===== src/rtl/rs232_cmd_parser_pkg.sv =====
`default_nettype none
// ============================================================================
// Module   : rs232_cmd_parser_pkg
// Contents : ASCII character constants and parser state encoding shared by
//            the RS-232 command parser and future ASCII formatters.
// Revision : 1.0 - initial release
// ============================================================================
package rs232_cmd_parser_pkg;

  // Control and framing characters
  localparam logic [7:0] C_CR = 8'h0D;
  localparam logic [7:0] C_LF = 8'h0A;
  localparam logic [7:0] C_SP = 8'h20;

  // Command letters, both cases
  localparam logic [7:0] C_UW = 8'h57;  // 'W'
  localparam logic [7:0] C_LW = 8'h77;  // 'w'
  localparam logic [7:0] C_UR = 8'h52;  // 'R'
  localparam logic [7:0] C_LR = 8'h72;  // 'r'

  // Line parser states
  typedef enum logic [2:0] {
    S_IDLE    = 3'd0,
    S_SP1     = 3'd1,
    S_ADDR    = 3'd2,
    S_SP2     = 3'd3,
    S_DATA    = 3'd4,
    S_EOL     = 3'd5,
    S_ISSUE   = 3'd6,
    S_DISCARD = 3'd7
  } state_t;

endpackage
`default_nettype wire


===== src/rtl/ascii_hex2nib.sv =====
`default_nettype none
// ============================================================================
// Module   : ascii_hex2nib
// Function : Combinational ASCII hex digit decoder. '0'-'9', 'A'-'F' and
//            'a'-'f' yield their nibble value with is_hex=1; any other byte
//            yields nib=0, is_hex=0.
// Revision : 1.0 - initial release
// ============================================================================
module ascii_hex2nib (
  input  logic [7:0] chr,
  output logic [3:0] nib,
  output logic       is_hex
);

  // Range-decode the byte; letters share the low-nibble offset in both cases
  always_comb begin
    nib    = 4'h0;
    is_hex = 1'b0;
    if (chr >= 8'h30 && chr <= 8'h39) begin
      nib    = chr[3:0];
      is_hex = 1'b1;
    end else if ((chr >= 8'h41 && chr <= 8'h46) || (chr >= 8'h61 && chr <= 8'h66)) begin
      nib    = chr[3:0] + 4'd9;
      is_hex = 1'b1;
    end
  end

endmodule
`default_nettype wire


===== src/rtl/rs232_cmd_parser.sv =====
`default_nettype none
// ============================================================================
// Module   : rs232_cmd_parser
// Function : Parses "W AAAA DDDD<CR>" and "R AAAA<CR>" hex command lines from
//            the RS-232 character stream and issues each valid line as one
//            req/ack transaction. Malformed lines raise a one-cycle cmd_err.
// Revision : 1.0 - initial release
// ============================================================================
module rs232_cmd_parser #(
  parameter int P_ADDR_NIB = 4,
  parameter int P_DATA_NIB = 4
) (
  input  logic                    clk,
  input  logic                    rst_n,
  input  logic [7:0]              rx_data,
  input  logic                    rx_req,
  output logic                    rx_ack,
  output logic                    cmd_req,
  output logic                    cmd_wr,
  output logic [4*P_ADDR_NIB-1:0] cmd_addr,
  output logic [4*P_DATA_NIB-1:0] cmd_data,
  input  logic                    cmd_ack,
  output logic                    cmd_err
);

  import rs232_cmd_parser_pkg::*;

  localparam int C_AW   = 4 * P_ADDR_NIB;
  localparam int C_DW   = 4 * P_DATA_NIB;
  localparam int C_NMAX = (P_ADDR_NIB > P_DATA_NIB) ? P_ADDR_NIB : P_DATA_NIB;
  localparam int C_CW   = $clog2(C_NMAX + 1);

  localparam logic [C_CW-1:0] C_ALAST = C_CW'(P_ADDR_NIB - 1);
  localparam logic [C_CW-1:0] C_DLAST = C_CW'(P_DATA_NIB - 1);

  state_t            r_state;
  logic [C_CW-1:0]   r_cnt;
  logic              r_rx_ack;
  logic              r_cmd_req;
  logic              r_cmd_wr;
  logic [C_AW-1:0]   r_addr;
  logic [C_DW-1:0]   r_data;
  logic              r_cmd_err;

  logic [3:0]        w_nib;
  logic              w_is_hex;
  logic              w_take;

  ascii_hex2nib u_hex (
    .chr    (rx_data),
    .nib    (w_nib),
    .is_hex (w_is_hex)
  );

  // A pending character is consumed only when no ack is in flight for it
  // and no command is waiting downstream
  assign w_take = rx_req && !r_rx_ack && (r_state != S_ISSUE);

  // Line parser: advances one step per accepted character
  always_ff @(posedge clk or negedge rst_n) begin
    if (!rst_n) begin
      r_state   <= S_IDLE;
      r_cnt     <= '0;
      r_rx_ack  <= 1'b0;
      r_cmd_req <= 1'b0;
      r_cmd_wr  <= 1'b0;
      r_addr    <= '0;
      r_data    <= '0;
      r_cmd_err <= 1'b0;
    end else begin
      r_rx_ack  <= w_take;
      r_cmd_err <= 1'b0;
      if (r_state == S_ISSUE) begin
        if (cmd_ack) begin
          r_cmd_req <= 1'b0;
          r_state   <= S_IDLE;
        end
      end else if (w_take) begin
        case (r_state)
          S_IDLE: begin
            if (rx_data == C_UW || rx_data == C_LW ||
                rx_data == C_UR || rx_data == C_LR) begin
              r_cmd_wr <= (rx_data == C_UW || rx_data == C_LW);
              r_addr   <= '0;
              r_data   <= '0;
              r_cnt    <= '0;
              r_state  <= S_SP1;
            end else if (rx_data != C_CR && rx_data != C_LF && rx_data != C_SP) begin
              r_state <= S_DISCARD;
            end
          end
          S_SP1: begin
            if (rx_data == C_SP) begin
              r_state <= S_ADDR;
            end else if (rx_data == C_CR) begin
              r_cmd_err <= 1'b1;
              r_state   <= S_IDLE;
            end else begin
              r_state <= S_DISCARD;
            end
          end
          S_ADDR: begin
            if (w_is_hex) begin
              r_addr <= (r_addr << 4) | C_AW'(w_nib);
              if (r_cnt == C_ALAST) begin
                r_cnt   <= '0;
                r_state <= r_cmd_wr ? S_SP2 : S_EOL;
              end else begin
                r_cnt <= r_cnt + C_CW'(1);
              end
            end else if (rx_data == C_CR) begin
              r_cmd_err <= 1'b1;
              r_state   <= S_IDLE;
            end else begin
              r_state <= S_DISCARD;
            end
          end
          S_SP2: begin
            if (rx_data == C_SP) begin
              r_state <= S_DATA;
            end else if (rx_data == C_CR) begin
              r_cmd_err <= 1'b1;
              r_state   <= S_IDLE;
            end else begin
              r_state <= S_DISCARD;
            end
          end
          S_DATA: begin
            if (w_is_hex) begin
              r_data <= (r_data << 4) | C_DW'(w_nib);
              if (r_cnt == C_DLAST) begin
                r_cnt   <= '0;
                r_state <= S_EOL;
              end else begin
                r_cnt <= r_cnt + C_CW'(1);
              end
            end else if (rx_data == C_CR) begin
              r_cmd_err <= 1'b1;
              r_state   <= S_IDLE;
            end else begin
              r_state <= S_DISCARD;
            end
          end
          S_EOL: begin
            if (rx_data == C_CR) begin
              r_cmd_req <= 1'b1;
              r_state   <= S_ISSUE;
            end else begin
              r_state <= S_DISCARD;
            end
          end
          S_DISCARD: begin
            if (rx_data == C_CR) begin
              r_cmd_err <= 1'b1;
              r_state   <= S_IDLE;
            end
          end
          default: r_state <= S_IDLE;
        endcase
      end
    end
  end

  assign rx_ack   = r_rx_ack;
  assign cmd_req  = r_cmd_req;
  assign cmd_wr   = r_cmd_wr;
  assign cmd_addr = r_addr;
  assign cmd_data = r_data;
  assign cmd_err  = r_cmd_err;

endmodule
`default_nettype wire


===== config.mk =====
export PLATFORM = sky130hd
export DESIGN_NAME = rs232_cmd_parser
export DESIGN_NICKNAME = d
export VERILOG_FILES = /design/src/rtl/rs232_cmd_parser_pkg.sv /design/src/rtl/ascii_hex2nib.sv /design/src/rtl/rs232_cmd_parser.sv
export SDC_FILE = /design/constraint.sdc
export NUM_CORES = 1
export LEC_CHECK = 0
export ABC_AREA = 1
export CORE_ASPECT_RATIO = 2
export CORE_UTILIZATION = 42
export DETAILED_ROUTE_END_ITERATION = 10
export PLACE_DENSITY = 0.76
export SLEW_MARGIN = 20
export SYNTH_ARGS = -nofsm -noshare
export SYNTH_HDL_FRONTEND = slang
export SYNTH_SLANG_ARGS = --single-unit

===== constraint.sdc =====
create_clock -name clk -period 4.25 [get_ports clk]
set_input_delay 1.275 -clock clk [delete_from_list [all_inputs] [get_ports clk]]
set_output_delay 1.275 -clock clk [all_outputs]
set_load 0.02 [all_outputs]

# Yosys cells after proc, flatten, opt, wreduce, memory -nomap -nowiden
# Cells that the tools add are included.
# op_classes
n_reduce_logical	27
n_lt_le_gt_ge	6
addsub	2
bitwise	3
muxes	40
mul	0
n_eq_ne	27
shift	0
div_mod_pow	0
# op_table
cell	count
$pmux W16 S2	2
$mux W3	17
$mux W16	3
$eq A8 B7 Y1 const B	4
$or A16 B4 Y16	2
$pmux W3 S7	1
$ge A8 B7 Y1 const B	2
$le A8 B7 Y1 const B	2
$ne A8 B4 Y1 const B	2
$reduce_and A5 Y1	3
$mux W1	13
$eq A3 B3 Y1 const B	4
$ne A4 B4 Y1 const B	3
$reduce_bool A2 Y1	6
$eq A3 B2 Y1 const B	3
$eq A8 B4 Y1 const B	1
$eq A8 B6 Y1 const B	1
$ge A8 B6 Y1 const B	1
$le A8 B6 Y1 const B	1
$mux W4	2
$ne A8 B6 Y1 const B	1
$reduce_and A4 Y1	2
$logic_and A1 B1 Y1	7
$ne A2 B1 Y1 const B	3
other kinds (13)	19
# word_totals
n_memories	0
ram_bits	0
out_inout_bits	36
reg_bits	42
latchBits	0
rom_bits	0

# Logic depth before layout (Yosys ltp)
# logic_depth
depth_word	9
mapped_depth	12
mapped_depth_nobuf	12

# Cells and area by module
# Synthesis repeated with hierarchy kept, for this count alone.
# hier_totals
hier_cells	316
area_unflattened_um2	2504.9
# modules_own_cells
module	area_each_um2	seq_area_each_um2	cells_each	n_inst
rs232_cmd_parser	2329.7	1051.0	283	1
ascii_hex2nib	175.2	0.0	33	1

# Least setup slack after synthesis
# Ideal clock, no wire load.
# synth_timing
path_kind	input to register
start	in rx_data[0]
end	reg r_addr[10], in the netlist cmd_addr[10]
setup_slack_ns	1.816
stages	12
arrival_time_ns	2.316
t_required_ns	4.132
cell_sequence	inv_1 > ha_1 > nor2_1 > nand2_1 > nand3_4 > nand2_4 > nand2_4 > nand2_4 > nand2_4 > buf_6 > nand2_1 > o21ai_2
# synth_via
elab_chain_len	7
elab_cells_between_ends	22
# synth_lines
element	line	rtl
start: declaration	rs232_cmd_parser.sv:15	input logic [7:0] rx_data,
$ge A8 B7 Y1 / $le A8 B7 Y1 (equally long branches)	ascii_hex2nib.sv:22	end else if ((chr >= 8'h41 && chr <= 8'h46) || (chr >= 8'h61 && chr <= 8'h66)) begin
$logic_and A1 B1 Y1	ascii_hex2nib.sv:22	
$logic_or A1 B1 Y1	ascii_hex2nib.sv:22	
$mux W1	ascii_hex2nib.sv:22	
$mux W1	ascii_hex2nib.sv:19	if (chr >= 8'h30 && chr <= 8'h39) begin
$ne A2 B1 Y1 (no source line)	--	
$reduce_and A5 Y1 (no source line) (*)	--	
end signal: assignment	rs232_cmd_parser.sv:104	r_addr <= (r_addr << 4) | C_AW'(w_nib);
end: declaration	rs232_cmd_parser.sv:41	logic [C_AW-1:0] r_addr;
# Every way passes the cells marked *; elsewhere a longest branch is shown, timed or not.
# A chain may end at the register's enable or synchronous reset.

# Worst setup path after layout
# layout_timing
start	in rx_data[0]
end	reg r_addr[15], in the netlist cmd_addr[15]
# Same word-level chain as after synthesis.

==> run metrics <==
via count 2072; largest net degree at the start of global routing 43; clk slew on worst S/H paths 50 ps; crit path to cmd_addr[15]; CTS sink cnt 42; RePlAce Congestion 0.906; via count normalized by instance count 5.22; filler cell count 538; drt pass-1 iters 5; Post-synth EDFFs 0; later-pin clock latency in the skew report 290 ps; Req. time, crit path 4460 ps; Top cell by count, worst path nand2_4; RSZ-0062 raised after global routing false; Mean Syn Cell Area 8.32 um^2; WL final 5.23 mm; Final HPWL DP 3.87 mm; quantity of hold-fixing buffers added after cts 0; synth warn 0; Distinct cells, synth 30; final-report hold violation count 0; Resize count post-CTS 0; kind of critical path in2reg; All-Layer GR Usage 18.8%; startpoint types input port; synthesized instance count 295; synth cell count leaders nand2_1 (102), dfrtp_1 (42), o21ai_2 (29); vias in the first global route 1988; peak fanout along the critical path 31; Net count, final 354; Diodes inserted 0; pre-CTS setup slack 918 ps; # DRC 0; CP arrival 3280 ps; crit-path leading delay family simple AND/OR/NAND/NOR gates; share of layout cells above drive strength 1 19.3%; r2r setup slk 2420 ps; post-DR wirelength/cell 13.2 um; RR Startpoint r_state[2]; initial antenna violation count 0; achievable frequency 325 MHz; Synth Net Count 312; CP Capture Type flop; PwrDens 473 mW/mm^2; root buffer cell clkbuf_16; Critical Path Source rx_data[0]; Post-CTS Setup Repair Bufs 0; hold_sp cmd_addr[13]; CTS Buf Count 5; setup_tns 0 ps; I/O Pins 48; ANT nets after route 0; Synth Cell Area 0.00245 mm^2; area delta synth->final 23.2%; Setup-failing EPs final 0; Yosys top cell by area dfrtp_1; Worst Skew 2.86 ps; CP bufs+invs 2; Slowest-stage cell, CP clkdlybuf4s50_1; crit share post-route 72.3%; largest stage delay on the critical path 570 ps; Crit Reg-Reg Endpoint cmd_addr[15]; Die Height 110 um; Multi-input gate area 0.00120 mm^2; number of synthesized register bits 42; sequential fraction of the synthesis area 42.8%; Worst Tran Pin Value 919 ps; hold crit path type reg2reg; area share of the largest cell type after synthesis 42.8%; Most used DFF post-synth dfrtp_1; Core Box Area 0.00566 mm^2; H-tree Lvls 2; CTS tree done; status finished, final reports clean; largest cells by area after synthesis dfrtp_1 (43%), nand2_1 (16%), o21ai_2 (10%), nand3_1 (4.3%), buf_6 (3.7%); worst IR drop on VDD 0.000365 V; P_leak 1.36 nW; initial DRC count 68; clock tree buffer depth 2; max_slew headroom 38.7%; Congestion Overflow GR 0; max-slew violations 0; MaxCap Viol Count 0; IO Port Bufs 47; Critical Path, Cell by Cell clkdlybuf4s50_1, inv_1, ha_1, nor2_1, nand2_1, nand3_4, nand2_4, nand2_4, nand2_4, nand2_4, nand2_1, o21ai_2; row count 39; Critical Path Stages 12; die area 0.00617 mm^2; worst setup margin 1180 ps; minimum clock period 3070 ps; Die W 56.1 um; Async SR Flop Fraction 100%; Initial Util 43.4%; Reg2Reg Depth 8; first-pass GRT wire length 8.96 mm; most common cell in the netlist nand2_1; Reg area 0.00105 mm^2
[cells in the final DEF, fill, tap and decap left out, types with 2 or more instances in the layout]
master | netlist | layout
inv_1 | 17 | 17
nand2_1 | 102 | 102
nand4_1 | 3 | 3
clkdlybuf4s50_1 | 0 | 46
nand2_4 | 6 | 6
nand3_4 | 2 | 2
inv_2 | 5 | 5
o21ai_1 | 2 | 2
nor2_1 | 21 | 21
clkbuf_16 | 0 | 5
nand2_2 | 5 | 5
o21ai_0 | 4 | 4
o21ai_2 | 29 | 29
nor2_2 | 4 | 4
nand3_1 | 21 | 21
nor3_1 | 2 | 2
dfrtp_1 | 42 | 42
nand3_2 | 4 | 4
ha_1 | 5 | 5
[tightest hold or removal path, delay by kind of cell, from the launching register on]
kind            cells  cell delay [ps]
compound gates      1               50
flops               1              340
simple gates        1               60
[cell families after synthesis]
family          share of synthesized area, %
simple gates                            33.1
flops                                   42.8
compound gates                          13.4
buf+inv                                 8.10
fa+ha+maj                               2.55
[layout make-up]
type                    count  share of cell area [%]
flip-flops and latches     42                    34.8
inverters                  23                    2.90
repair buffers             47                    15.4
well taps                  61                    2.52
clock buffers               6                    4.59
multi-input cells         218                    39.8
[power breakdown]
part           internal, mW  total [mW]  switching, mW
registers             0.449       0.514         0.0648
clock network         0.227       0.374          0.147
logic                 0.180       0.542          0.362
[worst min path at each step]
stage / endpoint / slack, ps / depth (start not counted)
after floorplan: r_cnt[1] / 460 / 2
after global placement: cmd_addr[14] / 460 / 2
after detailed placement: cmd_addr[13] / 470 / 2
after CTS: cmd_addr[13] / 480 / 2
after global routing: cmd_data[14] / 500 / 2
final: cmd_addr[13] / 480 / 2
[metal layers]
| metal | part of all wire (%) | track usage (%) | vias up |
|---|---|---|---|
| met5 | 0 | 0 | - |
| met1 | 37 | 19.1 | 966 |
| met4 | 4.6 | 12.4 | 0 |
| met2 | 55 | 34.5 | 62 |
| li1 | - | - | 1024 |
| met3 | 3.7 | 3.62 | 20 |
[flip-flops by register name, summed over array words and instances (netlist names)]
register	count
cmd_addr	16
cmd_data	16
r_cnt	3
r_state	3
cmd_err	1
cmd_req	1
cmd_wr	1
rx_ack	1
[metrics by stage]
| stage | hold WS (ps) | power, mW | cell area, um^2 | util (%) | cells |
|---|---|---|---|---|---|
| after floorplan | 457 | 0.935 | 2450 | - | 295 |
| after global placement | 464 | 1.05 | 2890 | 51.0 | 391 |
| after detailed placement | 468 | 1.06 | 2890 | 51.0 | 391 |
| after CTS | 483 | 1.44 | 3020 | 53.4 | 397 |
| after global routing | 496 | 1.52 | 3020 | 53.4 | 397 |
| final | 479 | 1.43 | 3020 | 53.4 | 397 |
Note: power is estimated with default switching activity, not from simulation.
==> patch: new RTL, same settings <==
The parameter `P_DATA_NIB` goes from 4 to 2.
--- a/src/rtl/rs232_cmd_parser.sv
+++ b/src/rtl/rs232_cmd_parser.sv
@@ -9,5 +9,5 @@
 module rs232_cmd_parser #(
   parameter int P_ADDR_NIB = 4,
-  parameter int P_DATA_NIB = 4
+  parameter int P_DATA_NIB = 2
 ) (
   input  logic                    clk,
Ports: changed (resized cmd_data); port bits go from 48 to 40. The function was not compared with the original's and may differ.
==> patch against the unedited design <==
Worst setup slack worse by 0.11 ns; power down 22%; sequential power down 18%; design area down 16%; sequential cell count down 8; global-route usage up 2.5 points; area after synthesis down 17%; wire length down 8.0%; critical path type unchanged; critical endpoint is now cmd_addr[3].
==> patch: results (changes against the unedited design) <==
Critical path
  – Setup crit start: rx_data[0]
  – CP max FO: 17 (-45%)
  – R2r worst-path depth: 9 (+1)
  – Critical path arrival: 3.41 ns (+0.13 ns)
  – R2r setup slk: 2.52 ns (+0.10 ns)
  – Reg-to-Reg End: r_state[2]
  – R2R Path Start: r_state[2]

Drt
  – DR WL met2: 2760 µm (-3.9%)
  – Met1 WL: 1760 µm (-8.6%)
  – Vias per inst: 5.04 (-3.5%)
  – Drt pass-1 iters: 4 (-1)
  – Starting DRT DRC Count: 41 (-40%)
  – Wire length per cell: 13.0 µm (-1.5%)
  – Met3 Wirelength: 130 µm (-33%)

Final layout
  – Most common cell after layout, fill and taps aside: nand2_1
  – Nets@finish: 336 (-5.1%)
  – Fillers: 476 (-12%)
  – Layout cells sized above 1: 10.1% (-9.2 points)
  – Final std cells w/o fill: 371 (-6.5%)

Hold path
  – Worst Hold Endpoint: cmd_addr[12]
  – Worst hold path class: reg -> reg
  – Hold path startpoint: cmd_addr[12]

Placed design
  – Final Wtd Congestion: 0.850 (-6.2%)
  – Port Buffers: 39 (-17%)
  – Place WS: 0.798 ns (-0.120 ns)
  – Detail Placement HPWL: 3690 µm (-4.6%)
  – Placed insts: 364 (-6.9%)

Synthesis
  – Mux contribution to synthesized area: 0% (unchanged)
  – Cell count after synthesis: 276 (-6.4%)
  – Synth area leaders: dfrtp_1 (42%), nand2_1 (20%), nand3_1 (6.1%), ha_1 (4.9%), inv_1 (4.0%)
  – Synthesis warning total: 0 (unchanged)
  – Post-synth ARST share: 100% (unchanged)
  – Synth Area in Adders: 4.89% (+2.3 points)
  – Synth cell count leaders: nand2_1 (111), dfrtp_1 (34), nand3_1 (25)
  – Syn_nets: 296 (-5.1%)
  – Cell variety after synth: 24 (-20%)
  – Post-synthesis sequential area ratio: 41.6% (-1.2 points)
  – Compound-Gate Fraction of Synth Area: 5.81% (-7.6 points)

Pwr
  – Peak VDD IR: 287 µV (-22%)
  – LEAKAGE: 1.29 nW (-5.7%)

Global route
  – Vias in the first global route: 1882 (-5.3%)
  – Grt met2 use: 40.0% (+5.5 points)
  – Largest net degree at the start of global routing: 35 (-19%)
  – First-pass GRT wire length: 8160 µm (-8.9%)
  – GRT met3 Usage: 2.71% (-0.90 points)
  – Met1 usage: 21.6% (+2.6 points)
  – Initial antenna violation count: 0 (unchanged)
  – GRT Resource Usage Total: 21.3% (+2.5 points)

Timing
  – Least-Margin Pin Slew: 0.429 ns (-0.490 ns)
  – Worst hold slack: 0.475 ns (-0.00314 ns)
  – Clock skew: 0.00487 ns (+0.00201 ns)
  – Fin worst setup slack: 1.06 ns (-0.113 ns)

Status
  – Status: completed

Clocking
  – Root Driver: clkbuf_8
patch: worst max-delay path by stage:
| stage | endpoint | depth (start not counted) |
|---|---|---|
| floorplan | cmd_addr[10] | 12 |
| detailed placement | cmd_addr[11] | 12 |
| global placement | cmd_addr[0] | 12 |
| finish | cmd_addr[3] | 12 |
| CTS | cmd_addr[14] | 12 |
| global route | cmd_addr[15] | 12 |
patch: area by class of cell:
cell class	instances	area [µm²]	share of cell area [%]
clock buffers	5	68.8	2.71
clock inverters	2	10.0	0.394
inverters	27	101	3.99
multi-input cells	208	1040	41.1
flip-flops and latches	34	851	33.5
well taps	55	68.8	2.71
repair buffers	40	398	15.7
patch: critical path, cell delays in order:
cell and delay (ns):
clkdlybuf4s50_1 0.55, inv_1 0.10, ha_1 0.25, inv_1 0.06, nand3_1 0.12, nand3_4 0.17
nand2_2 0.16, nand2_2 0.16, nor2_8 0.08, nor2_4 0.30, nand2_1 0.09, nand2_1 0.08
patch: kinds of logic (layout without fill, tap and decap cells):
kind of cell    Yosys count  in the layout
fa+ha+maj                 8              8
simple gates            182            182
flops                    34             34
buf+inv                  34             74
compound gates           18             18
patch: where the power goes:
group | internal [mW] | switching [mW] | leakage (nW) | total (mW)
Combinational | 0.165 | 0.304 | 0.778 | 0.469
Clock | 0.110 | 0.117 | 0.0438 | 0.227
Sequential | 0.365 | 0.0539 | 0.464 | 0.419
patch: per-stage QoR:
stage / total power, mW / instance area (µm²) / utilization (%)
after floorplan: 0.766 / 2050 / -
after global placement: 0.888 / 2460 / 53.0
after detailed placement: 0.894 / 2460 / 53.0
after CTS: 1.12 / 2540 / 54.7
after global routing: 1.20 / 2540 / 54.7
final: 1.11 / 2540 / 54.7
